`src/rtl/smc_trans_sched.sv`:
```
// smc_trans_sched: sequences SCCB transactions from the register-map FIFOs into byte commands for the PHY,
// with a per-phase watchdog that aborts the bus and drains the aborted command's leftover FIFO entries.
module smc_trans_sched #(
    parameter int                   DATA_W      = 8,
    parameter int                   TIMEOUT_W   = 16,
    parameter logic [TIMEOUT_W-1:0] TIMEOUT_CYC = 16'd50000
) (
    input  logic              clk,
    input  logic              rst,
    input  logic [DATA_W-2:0] i_slv_dvc_addr,
    input  logic [1:0]        i_phase_amt,
    input  logic              i_trans_type,
    input  logic              i_ctrl_vld,
    output logic              o_ctrl_rdy,
    input  logic [DATA_W-1:0] i_tx_sub_adr,
    input  logic              i_tx_sub_adr_vld,
    output logic              o_tx_sub_adr_rdy,
    input  logic [DATA_W-1:0] i_tx_data,
    input  logic              i_tx_data_vld,
    output logic              o_tx_data_rdy,
    output logic [DATA_W-1:0] o_rx_data,
    output logic              o_rx_vld,
    input  logic              i_rx_rdy,
    output logic [DATA_W-1:0] o_cmd_byte,
    output logic              o_cmd_start,
    output logic              o_cmd_stop,
    output logic              o_cmd_rd,
    output logic              o_cmd_vld,
    input  logic              i_cmd_rdy,
    input  logic              i_phy_done,
    input  logic [DATA_W-1:0] i_phy_rd_data,
    output logic              o_phy_abort,
    output logic              o_busy,
    output logic              o_err,
    input  logic              i_err_clr
);
    localparam logic [3:0] S_IDLE    = 4'd0;
    localparam logic [3:0] S_ID_ISS  = 4'd1;
    localparam logic [3:0] S_ID_WT   = 4'd2;
    localparam logic [3:0] S_SUB_ISS = 4'd3;
    localparam logic [3:0] S_SUB_WT  = 4'd4;
    localparam logic [3:0] S_DAT_ISS = 4'd5;
    localparam logic [3:0] S_DAT_WT  = 4'd6;
    localparam logic [3:0] S_RD_ISS  = 4'd7;
    localparam logic [3:0] S_RD_WT   = 4'd8;
    localparam logic [3:0] S_RX_PUSH = 4'd9;
    localparam logic [3:0] S_DRAIN   = 4'd10;
    localparam logic [TIMEOUT_W-1:0] TO_LAST = TIMEOUT_CYC - 1'b1;

    logic [3:0]           r_state, w_nxt;
    logic [TIMEOUT_W-1:0] r_wd;
    logic                 r_wr, r_rd, r_err;
    logic [1:0]           r_drain, w_drain_init;
    logic [DATA_W-1:0]    r_rx_data;
    logic w_idle, w_wt, w_done, w_to, w_err_hold, w_ctrl_pop, w_legal, w_hs;
    logic w_drain_act, w_drain_sub, w_drain_pop;

    assign w_idle      = r_state == S_IDLE;
    assign w_wt        = r_state == S_ID_WT || r_state == S_SUB_WT || r_state == S_DAT_WT || r_state == S_RD_WT;
    assign w_done      = w_wt && i_phy_done;
    assign w_to        = w_wt && !i_phy_done && r_wd == TO_LAST;
    assign w_err_hold  = r_err && !i_err_clr;
    assign w_ctrl_pop  = !rst && w_idle && !w_err_hold && i_ctrl_vld;
    assign w_legal     = i_phase_amt == 2'd2 || (!i_trans_type && i_phase_amt == 2'd3);
    assign w_hs        = o_cmd_vld && i_cmd_rdy;
    // Leftover entries drain sub-address first: two left means sub+data, one left is a sub only for address-set.
    assign w_drain_act = !rst && r_state == S_DRAIN && r_drain != 2'd0;
    assign w_drain_sub = r_drain == 2'd2 || (r_drain == 2'd1 && !r_wr);
    assign w_drain_pop = w_drain_act && (w_drain_sub ? i_tx_sub_adr_vld : i_tx_data_vld);
    assign w_drain_init = r_state == S_ID_WT ? (r_wr ? 2'd2 : r_rd ? 2'd0 : 2'd1) :
                          (r_state == S_SUB_WT && r_wr) ? 2'd1 : 2'd0;

    assign o_ctrl_rdy       = !rst && w_idle && !w_err_hold;
    assign o_cmd_vld        = !rst && (r_state == S_ID_ISS || r_state == S_RD_ISS ||
                              (r_state == S_SUB_ISS && i_tx_sub_adr_vld) ||
                              (r_state == S_DAT_ISS && i_tx_data_vld));
    assign o_tx_sub_adr_rdy = !rst && ((r_state == S_SUB_ISS && i_cmd_rdy) || (w_drain_act && w_drain_sub && i_tx_sub_adr_vld));
    assign o_tx_data_rdy    = !rst && ((r_state == S_DAT_ISS && i_cmd_rdy) || (w_drain_act && !w_drain_sub && i_tx_data_vld));
    assign o_cmd_byte       = rst ? '0 :
                              r_state == S_ID_ISS  ? {i_slv_dvc_addr, r_rd} :
                              r_state == S_SUB_ISS ? i_tx_sub_adr :
                              r_state == S_DAT_ISS ? i_tx_data : '0;
    assign o_cmd_start      = !rst && r_state == S_ID_ISS;
    assign o_cmd_stop       = !rst && ((r_state == S_SUB_ISS && !r_wr) || r_state == S_DAT_ISS || r_state == S_RD_ISS);
    assign o_cmd_rd         = !rst && r_state == S_RD_ISS;
    assign o_rx_vld         = !rst && r_state == S_RX_PUSH;
    assign o_rx_data        = o_rx_vld ? r_rx_data : '0;
    assign o_phy_abort      = !rst && w_to;
    assign o_busy           = !rst && !w_idle;
    assign o_err            = !rst && r_err;

    always_comb begin
        w_nxt = r_state;
        case (r_state)
            S_IDLE:    w_nxt = (w_ctrl_pop && w_legal) ? S_ID_ISS : S_IDLE;
            S_ID_ISS:  w_nxt = w_hs ? S_ID_WT : r_state;
            S_ID_WT:   w_nxt = w_done ? (r_rd ? S_RD_ISS : S_SUB_ISS) : w_to ? S_DRAIN : r_state;
            S_SUB_ISS: w_nxt = w_hs ? S_SUB_WT : r_state;
            S_SUB_WT:  w_nxt = w_done ? (r_wr ? S_DAT_ISS : S_IDLE) : w_to ? S_DRAIN : r_state;
            S_DAT_ISS: w_nxt = w_hs ? S_DAT_WT : r_state;
            S_DAT_WT:  w_nxt = w_done ? S_IDLE : w_to ? S_DRAIN : r_state;
            S_RD_ISS:  w_nxt = w_hs ? S_RD_WT : r_state;
            S_RD_WT:   w_nxt = w_done ? S_RX_PUSH : w_to ? S_DRAIN : r_state;
            S_RX_PUSH: w_nxt = i_rx_rdy ? S_IDLE : r_state;
            S_DRAIN:   w_nxt = (r_drain == 2'd0 || (w_drain_pop && r_drain == 2'd1)) ? S_IDLE : r_state;
            default:   w_nxt = S_IDLE;
        endcase
    end

    always_ff @(posedge clk) begin
        if (rst) begin
            r_state   <= S_IDLE;
            r_wd      <= '0;
            r_wr      <= 1'b0;
            r_rd      <= 1'b0;
            r_drain   <= 2'd0;
            r_rx_data <= '0;
            r_err     <= 1'b0;
        end else begin
            r_state <= w_nxt;
            r_wd    <= w_wt ? r_wd + 1'b1 : '0;
            if (w_ctrl_pop) begin
                r_wr <= !i_trans_type && i_phase_amt == 2'd3;
                r_rd <= i_trans_type;
            end
            if (w_to)
                r_drain <= w_drain_init;
            else if (w_drain_pop)
                r_drain <= r_drain - 2'd1;
            if (r_state == S_RD_WT && i_phy_done)
                r_rx_data <= i_phy_rd_data;
            r_err <= (w_ctrl_pop && !w_legal) || w_to || w_err_hold;
        end
    end
endmodule
```
`config.mk`:
```
export PLATFORM = sky130hd
export DESIGN_NAME = smc_trans_sched
export DESIGN_NICKNAME = d
export VERILOG_FILES = /design/src/rtl/smc_trans_sched.sv
export SDC_FILE = /design/constraint.sdc
export NUM_CORES = 1
export LEC_CHECK = 0
export CORE_MARGIN = 2
export CORE_UTILIZATION = 45
export DETAILED_ROUTE_END_ITERATION = 16
export HOLD_SLACK_MARGIN = 0.06
export PLACE_DENSITY = 0.82
export SYNTH_ARGS = -nofsm -noshare
export SYNTH_HDL_FRONTEND = slang
export SYNTH_SLANG_ARGS = --single-unit
```
`constraint.sdc`:
```
create_clock -name clk -period 5.32 [get_ports clk]
set_clock_uncertainty 0.1 [all_clocks]
set_input_delay 1.064 -clock clk [delete_from_list [all_inputs] [get_ports clk]]
set_output_delay 1.064 -clock clk [all_outputs]
set_load 0.01 [all_outputs]
```
==> results of run 1 <==
==> stage by stage <==
stage / setup WS (ns) / hold WS (ns)
2_1_floorplan: 2.16 / 0.318
3_3_place_gp: 1.27 / 0.332
3_5_place_dp: 1.23 / 0.343
4_1_cts: 1.21 / 0.359
5_1_grt: 1.01 / 0.403
6_report: 1.19 / 0.354
==> cells in the mapped netlist (all sizes together), types with 3 or more instances <==
master  number
nor2        53
dfxtp       33
a21oi       22
clkbuf      14
nand2       14
mux2i       13
inv         12
o21ai       12
and2        11
nor3        11
a22oi        8
nand3        8
xnor2        8
buf          7
nor2b        7
nand2b       6
or3          5
a211oi       4
ha           4
xor2         4
a31oi        3
nand4        3
or4          3
==> final timing paths <==
path,to,slack [ns],start
max,o_phy_abort,1.19,i_phy_done
min,r_wd[0]$_SDFF_PP0_,0.35,r_wd[0]$_SDFF_PP0_
max reg2reg,r_state[2]$_SDFFE_PP0P_,2.61,r_state[2]$_SDFFE_PP0P_
min reg2reg,r_wd[0]$_SDFF_PP0_,0.35,r_wd[0]$_SDFF_PP0_
==> registers in the layout, indices dropped and copies added, names as in the netlist <==
| register | flops |
|---|---|
| r_rd | 1 |
| r_err | 1 |
| r_state | 4 |
| r_rx_data | 8 |
| r_wd | 16 |
| r_drain | 2 |
| r_wr | 1 |
==> cell type report <==
cell class                 instances  area, sq um
timing repair buffer              72          713
clock inverter                     1         30.0
sequential                        33          661
tap                               54         67.6
clock buffer                       7         86.3
fill                             407         1710
multi-input combinational        228         1380
inverter                          12         45.0
==> report_power, final <==
| part | total, mW | internal [mW] | switching, mW |
|---|---|---|---|
| combinational | 0.0636 | 0.0395 | 0.0240 |
| sequential | 0.251 | 0.248 | 0.00298 |
| clock | 0.242 | 0.153 | 0.0895 |
| total | 0.557 | 0.440 | 0.117 |
==> per-layer routing <==
layer / part of all wire [%] / vias to the layer above
met4: 1.3 / 0
met2: 47 / 95
met3: 8.1 / 12
met1: 43 / 1026
met5: 0 / -
li1: - / 1146
==> kinds of logic (layout without fill, tap and decap cells) <==
| kind of cell | Yosys count | in the layout | synth area share [%] |
|---|---|---|---|
| multiplexers | 13 | 13 | 5.99 |
| AO/OA/AOI/OAI | 64 | 64 | 18.6 |
| buffers and inverters | 33 | 92 | 6.16 |
| XOR/XNOR | 12 | 12 | 4.84 |
| adder cells (fa/ha/maj) | 4 | 4 | 2.30 |
| flip-flops | 33 | 33 | 30.4 |
| AND/OR/NAND/NOR | 135 | 135 | 31.7 |
==> worst max-delay path, cell delays in order <==
cell,delay (ns)
clkdlybuf4s50_1,0.59
nor4b_1,0.44
nand3b_1,0.11
nor3_1,0.20
clkdlybuf4s50_1,0.56
==> results.json, run 1 <==
{
  "grt_pass1_wl_microns": 9690,
  "cts_buffers": 5,
  "use_met2_pct": 38.0,
  "drc": 0,
  "hold_depth": 1,
  "outcome": "finished clean",
  "grt_pass1_vias": 2157,
  "finalNonFillerCells": 407,
  "grt_util_all_layers_pct": 22.4,
  "worstPathArrival_ns": 2.96,
  "start_kind": "primary input",
  "postCtsHoldBufs": 0,
  "die_h_microns": 73.5,
  "grt_max_degree": 34,
  "async_flop_share_pct": 0,
  "netlist_instances": 294,
  "cap_viol_max_count": 0,
  "num_antenna_cells": 0,
  "fin_area_sq_um": 2980,
  "hold_viol": 0,
  "first_pass_iters": 5,
  "overflow": 0,
  "grt_setup_unrepaired": "no",
  "clk_latency_ns": 0.28,
  "area_growth_syn_to_layout_pct": 37.2,
  "dieArea_sq_um": 5400,
  "place.gp.congestion": 0.893,
  "synth_nets": 341,
  "tritoncts": "built",
  "finalSetupTns_ns": 0,
  "grt.busiest_layer": "met2",
  "drt-initial-drc-count": 238,
  "rr_worst_depth": 5,
  "synth_flop_cell": "dfxtp_1",
  "synth_edf_count": 0,
  "dp_cells": 399,
  "postLayoutCoreUtil_pct": 63.5,
  "ant_nets": 0,
  "ys_warn_count": 0,
  "portBuffers": 69,
  "grt_use_met1_pct": 27.9,
  "ir_drop_v": 0.000191,
  "cts_max_level": 2,
  "synth_top_cell_by_area": "dfxtp_1",
  "maxSlewViolCount": 0,
  "finalPower_mw": 0.557,
  "clkTransAtPathRegs_ns": 0.07,
  "clock_sinks": 33,
  "layout-drive-gt1-share_pct": 4.25,
  "avgSynthCellArea_sq_um": 7.39,
  "hpwl_microns": 4180,
  "cts_resized": 0,
  "post_cts_buffers": 0,
  "crit_required_ns": 4.16,
  "min_period_ns": 4.13,
  "power.density_nw_per_um2": 187,
  "ys_seq_area_share_pct": 30.4,
  "route.vias.total": 2279,
  "antenna_found_initial": 0,
  "cp-end-kind": "primary output",
  "cp_max_fo": 9,
  "viasPerCell": 5.60,
  "layout.nets": 399,
  "start_util_pct": 46.3,
  "totalWireLength_microns": 5900,
  "setup_viol": 0,
  "placed_area_sq_um": 2870,
  "relSlewSlack_pct": 38.8,
  "cts-root-buf": "clkbuf_8",
  "critPathKind": "in -> out",
  "clock_path_buffers": 2,
  "layout_commonest_cell": "clkdlybuf4s50_1",
  "yosysUniqueCellTypes": 48,
  "core_sq_um": 4690,
  "worst-slew-pin-transition_ns": 0.916,
  "final_cell_mix": "69 x clkdlybuf4s50_1, 53 x nor2_1, 33 x dfxtp_1",
  "dieWidth_microns": 73.5,
  "rows": 25,
  "ios": 70,
  "wire_per_inst_microns": 14.5,
  "leakage_nw": 1.05,
  "ys_ff_latch": 33,
  "hp-class": "reg -> reg",
  "syn_area_sq_um": 2170,
  "synth_area_leaders": "dfxtp_1 30%, nor2_1 9.2%, mux2i_1 6.0%",
  "timing.fmax_mhz": 242,
  "yosysTopAreaCellShare_pct": 30.4,
  "globalRouteMet3Util_pct": 5.90,
  "timing.final.crit_share_pct": 77.5
}
Power figures use the tool's default switching activity.
==> run 2, diff against run 1 <==
clock period = 4.05 ns   (was 5.32 ns; I/O delays follow)
==> results.json, run 2 (same netlist as run 1, synthesis figures left out) <==
{
  "outcome": "finished clean",
  "cp-end-kind": "primary output",
  "final_cell_mix": "69 x clkdlybuf4s50_1, 53 x nor2_1, 33 x dfxtp_1",
  "power.density_nw_per_um2": 227,
  "leakage_nw": 1.07,
  "grt_util_all_layers_pct": 22.2,
  "cts_buffers": 5,
  "area_growth_syn_to_layout_pct": 38.2,
  "layout.nets": 404,
  "cts_max_level": 2,
  "finalPower_mw": 0.681,
  "crit_path_top_delay_cell": "clkdlybuf4s50_1",
  "layout_commonest_cell": "clkdlybuf4s50_1",
  "worst-slew-pin-transition_ns": 0.656,
  "clock_sinks": 33,
  "maxSlewViolCount": 0,
  "wire_per_inst_microns": 14.2,
  "viasPerCell": 5.55,
  "reg_top3": "r_wd (16), r_rx_data (8), r_state (4)",
  "drt-initial-drc-count": 253,
  "final.fill_count": 414,
  "rows": 25,
  "cts_resized": 0,
  "dieArea_sq_um": 5400,
  "relSlewSlack_pct": 56.2,
  "tritoncts": "built",
  "setup_viol": 0,
  "totalWireLength_microns": 5830,
  "clk_latency_ns": 0.28,
  "timing.final.crit_share_pct": 89.4,
  "grt_setup_unrepaired": "no",
  "post_cts_buffers": 0,
  "dp_cells": 404,
  "hp-class": "reg -> reg",
  "critPathKind": "in -> out",
  "route.vias.total": 2285,
  "die_h_microns": 73.5,
  "cp_max_fo": 9,
  "critical-path-max-stage-delay_ns": 0.57,
  "finalNonFillerCells": 412,
  "clkTransAtPathRegs_ns": 0.06,
  "finalSetupTns_ns": 0,
  "regMostFlops": "r_wd",
  "overflow": 0,
  "portBuffers": 69,
  "ios": 70,
  "core_sq_um": 4690,
  "whs_ns": 0.347,
  "cap_viol_max_count": 0,
  "start_kind": "primary input",
  "place.gp.congestion": 0.872,
  "worstPathArrival_ns": 2.71,
  "largest_register_ffs": 16,
  "hold_viol": 0,
  "multi_input_area_sq_um": 1380,
  "postLayoutCoreUtil_pct": 64.0,
  "grt_pass1_vias": 2081,
  "drc": 0,
  "num_antenna_cells": 0,
  "min_period_ns": 3.62,
  "antenna_found_initial": 0,
  "layout-drive-gt1-share_pct": 5.87,
  "clock_path_buffers": 2,
  "dieWidth_microns": 73.5,
  "path_cells": "clkdlybuf4s50_1 > nor4b_1 > nand3b_1 > nor3_1 > clkdlybuf4s50_1",
  "cts-root-buf": "clkbuf_8",
  "regArea_sq_um": 661,
  "cp_common_cell": "clkdlybuf4s50_1",
  "first_pass_iters": 5,
  "timing.fmax_mhz": 276,
  "crit_required_ns": 3.14,
  "ir_drop_v": 0.000198,
  "postCtsHoldBufs": 0,
  "start_util_pct": 46.3,
  "grt_pass1_wl_microns": 9560,
  "hpwl_microns": 4380,
  "ant_nets": 0,
  "grt_max_degree": 22
}
==> run 2: path summary, 6_finish.rpt <==
path                                         startpoint                      end  slack (ns)  cells after the start
worst max register to register  r_state[2]$_SDFFE_PP0P_  r_state[2]$_SDFFE_PP0P_        1.34                      5
worst min-delay path                 r_wd[0]$_SDFF_PP0_       r_wd[0]$_SDFF_PP0_        0.35                      1
worst min register to register       r_wd[0]$_SDFF_PP0_       r_wd[0]$_SDFF_PP0_        0.35                      1
worst max-delay path                         i_phy_done              o_phy_abort        0.43                      5
==> run 2: layer usage <==
| layer | part of all wire (%) | up-vias | GRT usage, % | routed length, microns |
|---|---|---|---|---|
| met1 | 43 | 1014 | 28.3 | 2510 |
| met5 | 0 | - | 0 | 0 |
| met2 | 48 | 104 | 37.5 | 2770 |
| li1 | - | 1156 | - | - |
| met4 | 1.2 | 0 | 5.45 | 69 |
| met3 | 8.3 | 11 | 5.49 | 482 |
==> run 2: per-stage QoR <==
step,instance area (sq um),setup WS (ns)
after floorplan,2170,1.38
after detailed placement,2900,0.461
after global placement,2900,0.472
after global routing,3000,0.220
final,3000,0.430
after CTS,3000,0.441
==> run 2: final cells by class <==
| cell class | instances | area share [%] |
|---|---|---|
| sequential | 33 | 22.0 |
| inverter | 12 | 1.50 |
| clock inverter | 1 | 0.167 |
| tap | 54 | 2.25 |
| clock buffer | 7 | 3.21 |
| timing repair buffer | 77 | 25.0 |
| multi-input combinational | 228 | 45.9 |
==> run 2: critical path, delay by kind of cell <==
kind	cells	cell delay, ns
and+or+nand+nor	3	0.77
buffers and inverters	2	1.13
==> run 2: power breakdown <==
part	switching (mW)	leakage, nW	internal [mW]	total [mW]
clock	0.112	0.0542	0.153	0.265
combinational	0.0322	0.754	0.0533	0.0854
sequential	0.00362	0.266	0.326	0.330
==> run 3, diff against run 2 <==
CTS_CLUSTER_SIZE = 24   (was not set)
==> results of run 3 <==
Same layout as run 2: the final DEF is identical, and so are final timing and power.
